File: src/rtl/router_pkg.sv
// Shared port and direction types for the east-edge router input stage.
// Port order sets both the round-robin sequence and the fixed-priority order.
package router_pkg;

  localparam int NUM_PORTS = 4;

  typedef enum logic [1:0] {
    PORT_NORTH = 2'd0,
    PORT_SOUTH = 2'd1,
    PORT_WEST  = 2'd2,
    PORT_EAST  = 2'd3
  } port_e;

  typedef enum logic [2:0] {
    MODE_NORTH = 3'd0,
    MODE_SOUTH = 3'd1,
    MODE_WEST  = 3'd2,
    MODE_EAST  = 3'd3,
    MODE_LOCAL = 3'd4
  } router_mode_e;

endpackage

File: src/rtl/router_port_fifo.sv
// Per-port word buffer with registered occupancy count.
// A full FIFO refuses a push even if it pops in the same cycle.
module router_port_fifo
  import router_pkg::*;
#(
  parameter int DATA_WIDTH = 16,
  parameter int FIFO_DEPTH = 4,
  localparam int AW = $clog2(FIFO_DEPTH),
  localparam int CW = AW + 1
) (
  input  logic                  clk,
  input  logic                  rst_n,
  input  logic                  push,
  input  logic [DATA_WIDTH-1:0] wr_data,
  input  logic                  pop,
  output logic [DATA_WIDTH-1:0] head,
  output logic [CW-1:0]         count,
  output logic                  full,
  output logic                  empty
);

  logic [DATA_WIDTH-1:0] mem [FIFO_DEPTH];
  logic [AW-1:0]         wr_ptr;
  logic [AW-1:0]         rd_ptr;
  logic                  do_push;
  logic                  do_pop;

  assign full    = (count == CW'(FIFO_DEPTH));
  assign empty   = (count == '0);
  assign do_push = push & ~full;
  assign do_pop  = pop & ~empty;
  assign head    = mem[rd_ptr];

  // Pointers wrap naturally; count moves only on unbalanced push/pop.
  always_ff @(posedge clk) begin
    if (!rst_n) begin
      wr_ptr <= '0;
      rd_ptr <= '0;
      count  <= '0;
    end else begin
      if (do_push) wr_ptr <= wr_ptr + AW'(1);
      if (do_pop)  rd_ptr <= rd_ptr + AW'(1);
      count <= count + CW'(do_push) - CW'(do_pop);
    end
  end

  // Storage needs no reset; stale entries are never read while empty.
  always_ff @(posedge clk) begin
    if (do_push) mem[wr_ptr] <= wr_data;
  end

endmodule

File: src/rtl/router_input_arbiter.sv
// Four-port input buffer and one-hot arbiter ahead of the east-edge router.
// ARB_FIXED_PRIORITY_EN selects fixed N>S>W>E priority instead of round-robin.
module router_input_arbiter
  import router_pkg::*;
#(
  parameter int DATA_WIDTH = 16,
  parameter int FIFO_DEPTH = 4
) (
  input  logic                  clk,
  input  logic                  rst_n,
  input  logic [DATA_WIDTH-1:0] north_data_i,
  input  logic                  north_enable_i,
  output logic                  north_ready_o,
  input  logic [DATA_WIDTH-1:0] south_data_i,
  input  logic                  south_enable_i,
  output logic                  south_ready_o,
  input  logic [DATA_WIDTH-1:0] west_data_i,
  input  logic                  west_enable_i,
  output logic                  west_ready_o,
  input  logic [DATA_WIDTH-1:0] east_data_i,
  input  logic                  east_enable_i,
  output logic                  east_ready_o,
  input  logic                  stall_i,
  output logic [DATA_WIDTH-1:0] data_o,
  output logic                  north_enable_o,
  output logic                  south_enable_o,
  output logic                  west_enable_o,
  output logic                  east_enable_o
);

  localparam int CW = $clog2(FIFO_DEPTH) + 1;

  logic [DATA_WIDTH-1:0] din   [NUM_PORTS];
  logic [DATA_WIDTH-1:0] head  [NUM_PORTS];
  logic [CW-1:0]         count [NUM_PORTS];
  logic [NUM_PORTS-1:0]  req;
  logic [NUM_PORTS-1:0]  ready;
  logic [NUM_PORTS-1:0]  push;
  logic [NUM_PORTS-1:0]  pop;
  logic [NUM_PORTS-1:0]  full;
  logic [NUM_PORTS-1:0]  empty;
  logic [1:0]            start;
  logic [1:0]            sel;
  logic                  grant;
  logic [DATA_WIDTH-1:0] data_q;
  logic [NUM_PORTS-1:0]  en_q;

  assign din[PORT_NORTH] = north_data_i;
  assign din[PORT_SOUTH] = south_data_i;
  assign din[PORT_WEST]  = west_data_i;
  assign din[PORT_EAST]  = east_data_i;

  assign req[PORT_NORTH] = north_enable_i;
  assign req[PORT_SOUTH] = south_enable_i;
  assign req[PORT_WEST]  = west_enable_i;
  assign req[PORT_EAST]  = east_enable_i;

  assign north_ready_o = ready[PORT_NORTH];
  assign south_ready_o = ready[PORT_SOUTH];
  assign west_ready_o  = ready[PORT_WEST];
  assign east_ready_o  = ready[PORT_EAST];

  for (genvar p = 0; p < NUM_PORTS; p++) begin : g_port
    assign ready[p] = (count[p] < CW'(FIFO_DEPTH));
    assign push[p]  = req[p] & ~full[p];
    assign pop[p]   = grant & (sel == 2'(p));

    router_port_fifo #(
      .DATA_WIDTH (DATA_WIDTH),
      .FIFO_DEPTH (FIFO_DEPTH)
    ) u_fifo (
      .clk     (clk),
      .rst_n   (rst_n),
      .push    (push[p]),
      .wr_data (din[p]),
      .pop     (pop[p]),
      .head    (head[p]),
      .count   (count[p]),
      .full    (full[p]),
      .empty   (empty[p])
    );
  end

`ifdef ARB_FIXED_PRIORITY_EN
  assign start = 2'(PORT_NORTH);
`else
  port_e rr_ptr;

  assign start = rr_ptr;

  // Next search begins one past the port just granted.
  always_ff @(posedge clk) begin
    if (!rst_n) begin
      rr_ptr <= PORT_NORTH;
    end else if (grant) begin
      rr_ptr <= port_e'(sel + 2'd1);
    end
  end
`endif

  // Pick the first non-empty port at or after start; stall blocks any grant.
  always_comb begin
    grant = 1'b0;
    sel   = start;
    for (int i = NUM_PORTS - 1; i >= 0; i--) begin
      if (!empty[start + 2'(i)]) begin
        grant = 1'b1;
        sel   = start + 2'(i);
      end
    end
    if (stall_i) grant = 1'b0;
  end

  // Register the popped head word and its one-hot enable; idle is all zero.
  always_ff @(posedge clk) begin
    if (!rst_n) begin
      data_q <= '0;
      en_q   <= '0;
    end else if (grant) begin
      data_q <= head[sel];
      en_q   <= 4'b0001 << sel;
    end else begin
      data_q <= '0;
      en_q   <= '0;
    end
  end

  assign data_o         = data_q;
  assign north_enable_o = en_q[PORT_NORTH];
  assign south_enable_o = en_q[PORT_SOUTH];
  assign west_enable_o  = en_q[PORT_WEST];
  assign east_enable_o  = en_q[PORT_EAST];

endmodule

File: config.mk
export PLATFORM = sky130hd
export DESIGN_NAME = router_input_arbiter
export DESIGN_NICKNAME = d
export VERILOG_FILES = /design/src/rtl/router_pkg.sv /design/src/rtl/router_port_fifo.sv /design/src/rtl/router_input_arbiter.sv
export SDC_FILE = /design/constraint.sdc
export NUM_CORES = 1
export LEC_CHECK = 0
export ABC_AREA = 1
export CORE_MARGIN = 1
export CORE_UTILIZATION = 50
export CTS_BUF_LIST = sky130_fd_sc_hd__clkbuf_8
export DETAILED_ROUTE_END_ITERATION = 6
export PLACE_DENSITY = 0.73
export SLEW_MARGIN = 20
export SYNTH_ARGS = -nofsm -noshare
export SYNTH_HDL_FRONTEND = slang
export SYNTH_SLANG_ARGS = --single-unit
File: constraint.sdc
create_clock -name clk -period 5.1 [get_ports clk]
set_clock_uncertainty 0.15 [all_clocks]
set_input_delay 1.02 -clock clk [delete_from_list [all_inputs] [get_ports clk]]
set_output_delay 1.02 -clock clk [all_outputs]
set_load 0.01 [all_outputs]
---- Word level (Yosys, flattened, before mapping) ----
Memory sizes are Yosys's and may differ from the RTL's. A register that Yosys moved wholly into a read port is not among the register bits.
Index checks and enable logic that the tools add are counted.
storage, ports and cells
  flip-flop bits (word level) ............. 50
  bits in writable memories ............... 256
  word-level logic and storage cells ...... 123
  memories ................................ 4
cells by class
  order comparisons ....................... 9
  equal/unequal tests ..................... 7
  muxes and demuxes ....................... 36
  shift-type cells ........................ 1
  reduce and logical (&&, ||, !) cells .... 6
  add/subtract/negate cells ............... 20
  bitwise gates (word level) .............. 25
memories
  name                  words  bits a word  rd ports  clocked after memory_dff  wr ports  RTL line                RTL
  g_port[0].u_fifo.mem  4      16           1         1                         1         router_port_fifo.sv:22  logic [DATA_WIDTH-1:0] mem [FIFO_DEPTH];
  g_port[1].u_fifo.mem  4      16           1         1                         1         router_port_fifo.sv:22
  g_port[2].u_fifo.mem  4      16           1         1                         1         router_port_fifo.sv:22
  g_port[3].u_fifo.mem  4      16           1         1                         1         router_port_fifo.sv:22
operators by type and width
  kind                 count
  $bmux 16 s2          1
  $mux 16              2
  $mux 2               12
  $add 2x1->2 const B  10
  $mux 1               17
  $and 1x1->1          16
  $add 3x1->3          4
  $eq 3x3->1 const B   4
  $logic_not 3->1      4
  $lt 2x3->1 const B   4
  $lt 3x3->1 const B   4
  $sub 3x1->3          4
  $bmux 1 s2           4
  $not 1->1            8
  $add 2x2->2 const B  2
  $eq 2x2->1 const B   2
  $shl 1x2->4 const A  1
  $ge 3x3->1 const B   1
  $not 2->3            1
  $eq 2x1->1 const B   1
  $logic_not 2->1      1
  $reduce_and 2->1     1

---- Logic depth before layout (Yosys ltp) ----
  depth in word-level cells ............... 12
  gate-level depth with buffers ........... 22
  gate-level depth less buffers ........... 20

---- Hierarchy ----
Synthesis repeated with hierarchy kept, for this count alone.
unflattened totals
  cell total of the unflattened synthesis .. 1190
  area, all modules ....................... 13077.5 µm²
modules (own cells, without submodules)
  module                cells an instance  area an instance (µm²)  times used
  router_port_fifo      222                2836.5                  4
  router_input_arbiter  302                1731.7                  1

---- Worst setup path after synthesis ----
No wires, ideal clock.
  path kind ............................... input-to-reg
  from .................................... in stall_i
  to ...................................... reg g_port[3].u_fifo.count[2]
  library setup time ...................... 120 ps
  arrival time ............................ 2641 ps
  path slack .............................. 2189 ps
  stages .................................. 13
  path through ............................ inv_1 > nand2_1 > inv_1 > nand3_2 > inv_1 > ha_1 > inv_1 > ha_1 > inv_1 > fa_1 > xor2_1 > o21ai_0 > a21oi_1
on the way
  cells in the longest elaborated chain, start to end .. 4
ends and longest elaborated chain
  element                            RTL line                     RTL
  start, declared                    router_input_arbiter.sv:23   input logic stall_i,
  $mux 1                             router_input_arbiter.sv:111  if (stall_i) grant = 1'b0;
  $and 1x1->1                        router_input_arbiter.sv:66   assign pop[p] = grant & (sel == 2'(p));
  $and 1x1->1                        router_port_fifo.sv:31       assign do_pop = pop & ~empty;
  named net g_port[3].u_fifo.do_pop  router_port_fifo.sv:26       logic do_pop;
  $sub 3x1->3                        router_port_fifo.sv:43       count <= count + CW'(do_push) - CW'(do_pop);
  end signal, assigned               router_port_fifo.sv:43
  end, declared                      router_port_fifo.sv:17       output logic [CW-1:0] count,
The timed path passes the listed nets, and every way through them passes these cells.
A chain may end at the register's enable or synchronous reset.

---- Worst setup path after layout ----
  from .................................... reg rr_ptr[0]
  to ...................................... reg g_port[1].u_fifo.count[2]
on the way
  cells in the longest elaborated chain, start to end .. 11
  elaborated cells between the ends (all ways) .. 24
  those cells by class .................... add/sub (4); eq/ne (1); mux (17); bitwise (2)
ends and longest elaborated chain
  element                                                RTL line                                                  RTL
  start, declared                                        router_input_arbiter.sv:87                                port_e rr_ptr;
  start signal, assigned                                 router_input_arbiter.sv:96                                rr_ptr <= port_e'(sel + 2'd1);
  $add 2x2->2                                            router_input_arbiter.sv:106, router_input_arbiter.sv:108
  $bmux 1 s2                                             router_input_arbiter.sv:106                               if (!empty[start + 2'(i)]) begin
  $mux 1 (implied by the code)                           router_input_arbiter.sv:106
  $mux 2 / $mux 1 (equally long branches) (4 in series)  router_input_arbiter.sv:106
  $eq 2x1->1 / $mux 1 (equally long branches)            router_input_arbiter.sv:66, router_input_arbiter.sv:111
  $and 1x1->1 (*)                                        router_input_arbiter.sv:66
  $and 1x1->1 (*)                                        router_port_fifo.sv:31
  named net g_port[1].u_fifo.do_pop                      router_port_fifo.sv:26
  $sub 3x1->3 (*)                                        router_port_fifo.sv:43
  end signal, assigned                                   router_port_fifo.sv:43
  end, declared                                          router_port_fifo.sv:17
Mark *: on every way through the listed nets, which the timed path passes. The rest lies on a longest branch. The select of a mux whose other input is x is not followed.

==> run_results.csv <==
group,metric,value,unit
worst_setup_path,path_cells,"nand3_1 -> nand3_1 -> nand2_1 -> inv_1 -> nand2_1 -> nand2_2 -> nand3_4 -> nand2_4 -> nand3_4 -> inv_1 -> ha_1 -> inv_1 -> ha_1 -> inv_1 -> fa_1 -> xor2_1 -> o21ai_0 -> a21oi_1",
worst_setup_path,r2r-start,"rr_ptr[0]",
placement,placed_cell_area,14100,um2
run,cap_violations,0,
floorplanning,rows,58,
clock_tree,clk_path_buf_depth,3,
worst_setup_path,critPathKind,"reg2reg",
placement,place.detailed.hpwl,17800,um
yosys,synthesis.area,12900,um2
sta,finalSetupTns,0,ns
sta,final.min_clock_period,3.84,ns
yosys,yosys-top-cells-area,"edfxtp_1, dfxtp_1, nand2_1",
cells_and_area,regArea,8850,um2
global_routing,grt_pass1_vias,8134,
yosys,synth-main-ff-cell,"edfxtp_1",
routing,drtPass1Iterations,5,
routing,ant_nets,0,
clock_tree,clk_latency,0.56,ns
yosys,yosysTopAreaCellShare,59.5,%
floorplanning,ioPinCount,95,
routing,drt_iter0_drc,702,
clock_tree,cts_tree,"done",
run_status,status,"finished clean",
placement,io_buffers,94,
global_routing,grt-ovfl-total,0,
power_and_ir_drop,p_leak,5.78,nW
yosys,synth.largest_area_cell,"edfxtp_1",
sta,finalHoldViolations,0,
routing,drc,0,
worst_setup_path,cp.arrival,4.12,ns
global_routing,antenna_found_initial,1,
clock_tree,numCtsBuffers,48,
clock_tree,cts_resized,0,
floorplanning,start_util,51.1,%
sta,max_freq,260,MHz
sta,timing.final.crit_share,75.3,%
global_routing,grt_first_pass_wirelength,42300,um
yosys,synth_nets,1217,
cells_and_area,layout.cells.non_filler,1585,
worst_setup_path,rr_worst_depth,18,
routing,avgViaCountPerCell,5.35,
power_and_ir_drop,peakVddDrop,307,uV
worst_setup_path,cp_common_cell,"inv_1",
power_and_ir_drop,p_per_area,565,nW/um2
cells_and_area,layout_common_cells,"edfxtp_1, nand2_1, inv_1",
global_routing,grt_max_degree,41,
routing,routedWlPerCell,17.4,um
worst_hold_path,min_path_cells,1,
yosys,ys.warnings.count,0,
sta,tightest_slew,1.00,ns
sta,final_max_slew_viol_count,0,
cells_and_area,multi_input_area,3420,um2
floorplanning,die_width,163,um
worst_setup_path,critPathLaunchType,"flip-flop",
global_routing,grt_use_total,21.1,%
yosys,syn_area_per_cell,11.6,um2
sta,slew_headroom,33.2,%
worst_setup_path,cp_max_fo,40,
worst_setup_path,rrSetupSlack,1.26,ns
floorplanning,dieArea,26500,um2
worst_setup_path,required,5.38,ns
sta,holdWs,0.327,ns
sta,setup_ws,1.26,ns
worst_setup_path,r2r_end,"g_port[1].u_fifo.count[2]",
clock_tree,h-tree-depth,2,
cells_and_area,layout.nets,1314,
sta,rsz0062_at_grt,"no",
clock_tree,holdBufCountCts,0,
clock_tree,cts_root_buffer,"clkbuf_8",
worst_hold_path,whs_endpoint,"g_port[1].u_fifo.count[2]",
worst_setup_path,path_buf_inv,4,
cells_and_area,area_delta_synth_final,16.6,%
placement,gp_congestion,0.881,
placement,pre_cts_slack,1.36,ns
yosys,synth-seq-cells,314,
placement,placed_cells,1495,
clock_tree,clkSinkCount,314,
worst_setup_path,cp-end-kind,"flip-flop",
floorplanning,coreArea,25300,um2
routing,vias,8474,
floorplanning,dieHeight,163,um
yosys,ys_seq_area_share,68.5,%
cells_and_area,layout_commonest_cell,"edfxtp_1",
clock_tree,postCtsSetupRepairBufs,0,
yosys,ys_types,30,
worst_hold_path,hold_path_class,"reg2reg",
worst_setup_path,path_delay_family,"simple AND/OR/NAND/NOR gates",
worst_setup_path,slowest_stage,"dfxtp_1",
yosys,synth_edf_count,256,
sta,setup-violations-final,0,
cells_and_area,drive_gt1_share,10.3,%
worst_hold_path,min_from,"g_port[1].u_fifo.count[2]",
routing,wl,27700,um
clock_tree,clk_pin_slew_worst_paths,0.06,ns
yosys,synth-async-reset-ratio,0,%
worst_setup_path,cpPeakStageDelay,0.59,ns
cells_and_area,fillers,1982,
yosys,synthCells,1118,
cells_and_area,final_area,15100,um2
[report_power, final]
part	internal, W	switching [W]
combinational	0.00101	0.00219
clock	0.00109	0.000942
sequential	0.00313	0.000155
[registers in the layout (all words and copies together) (netlist names), named ones only]
signal and flops:
rr_ptr 2, g_port.u_fifo.mem 256, g_port.u_fifo.count 12, en_q 4
data_o 16, g_port.u_fifo.wr_ptr 8, g_port.u_fifo.rd_ptr 8
[metal layers]
layer  vias to the layer above  part of all wire, %  track usage, %  wire [um]
met4                         0                  2.7            7.65        754
met1                      4022                   41            28.3      11400
met2                       306                   48            33.8      13100
met3                        53                  8.4            4.69       2320
met5                         -                    0               0          0
li1                       4093                    -               -          -
[logic make-up (layout without fill, tap and decap cells)]
group / after synthesis / after routing / synth area share [%]
xor gates and xnor gates: 8 / 8 / 0.542
AOI/OAI and AO/OA: 208 / 208 / 9.53
buffers and inverters: 165 / 301 / 5.28
other: 0 / 1 / 0
DFF: 314 / 314 / 68.5
and+or+nand+nor: 395 / 395 / 13.2
adders and majority gates: 28 / 28 / 2.94
[worst max path at each step]
stage / to / slack, ns / from / cells past startpoint
after floorplan: g_port[3].u_fifo.count[2] / 2.19 / stall_i / 13
after global placement: g_port[3].u_fifo.count[2] / 1.50 / rr_ptr[0] / 18
after detailed placement: g_port[1].u_fifo.count[2] / 1.36 / rr_ptr[0] / 18
after CTS: g_port[1].u_fifo.count[2] / 1.28 / rr_ptr[0] / 18
after global routing: g_port[1].u_fifo.count[2] / 0.93 / rr_ptr[0] / 18
final: g_port[1].u_fifo.count[2] / 1.26 / rr_ptr[0] / 18
[synthesized netlist by cell type, types with 4 or more instances]
master    count
edfxtp_1    256
nand2_1     204
inv_1       101
nor2_1      100
o21ai_0      76
nand3_1      62
dfxtp_1      58
a21oi_1      57
clkbuf_1     38
a32oi_1      32
o22ai_1      32
ha_1         24
buf_2        11
nand3_2      10
a21oi_2       8
xor2_1        8
inv_2         6
nand2_2       5
buf_6         4
fa_1          4
[final cells by class]
cell class | count | area share (%)
Sequential cell | 314 | 58.8
Multi-Input combinational cell | 639 | 22.7
Timing Repair Buffer | 101 | 6.60
Clock buffer | 55 | 5.03
Inverter | 111 | 2.82
Tap cell | 330 | 2.74
Clock inverter | 34 | 1.31
Antenna cell | 1 | 0.0166
[metrics by stage]
step	utilization, %	total power, W
floorplan	-	0.00576
global placement	55.8	0.00643
detailed placement	55.8	0.00651
CTS	59.6	0.00854
global route	59.6	0.00905
finish	59.6	0.00851
No activity file was read; power rests on OpenSTA's default activity.
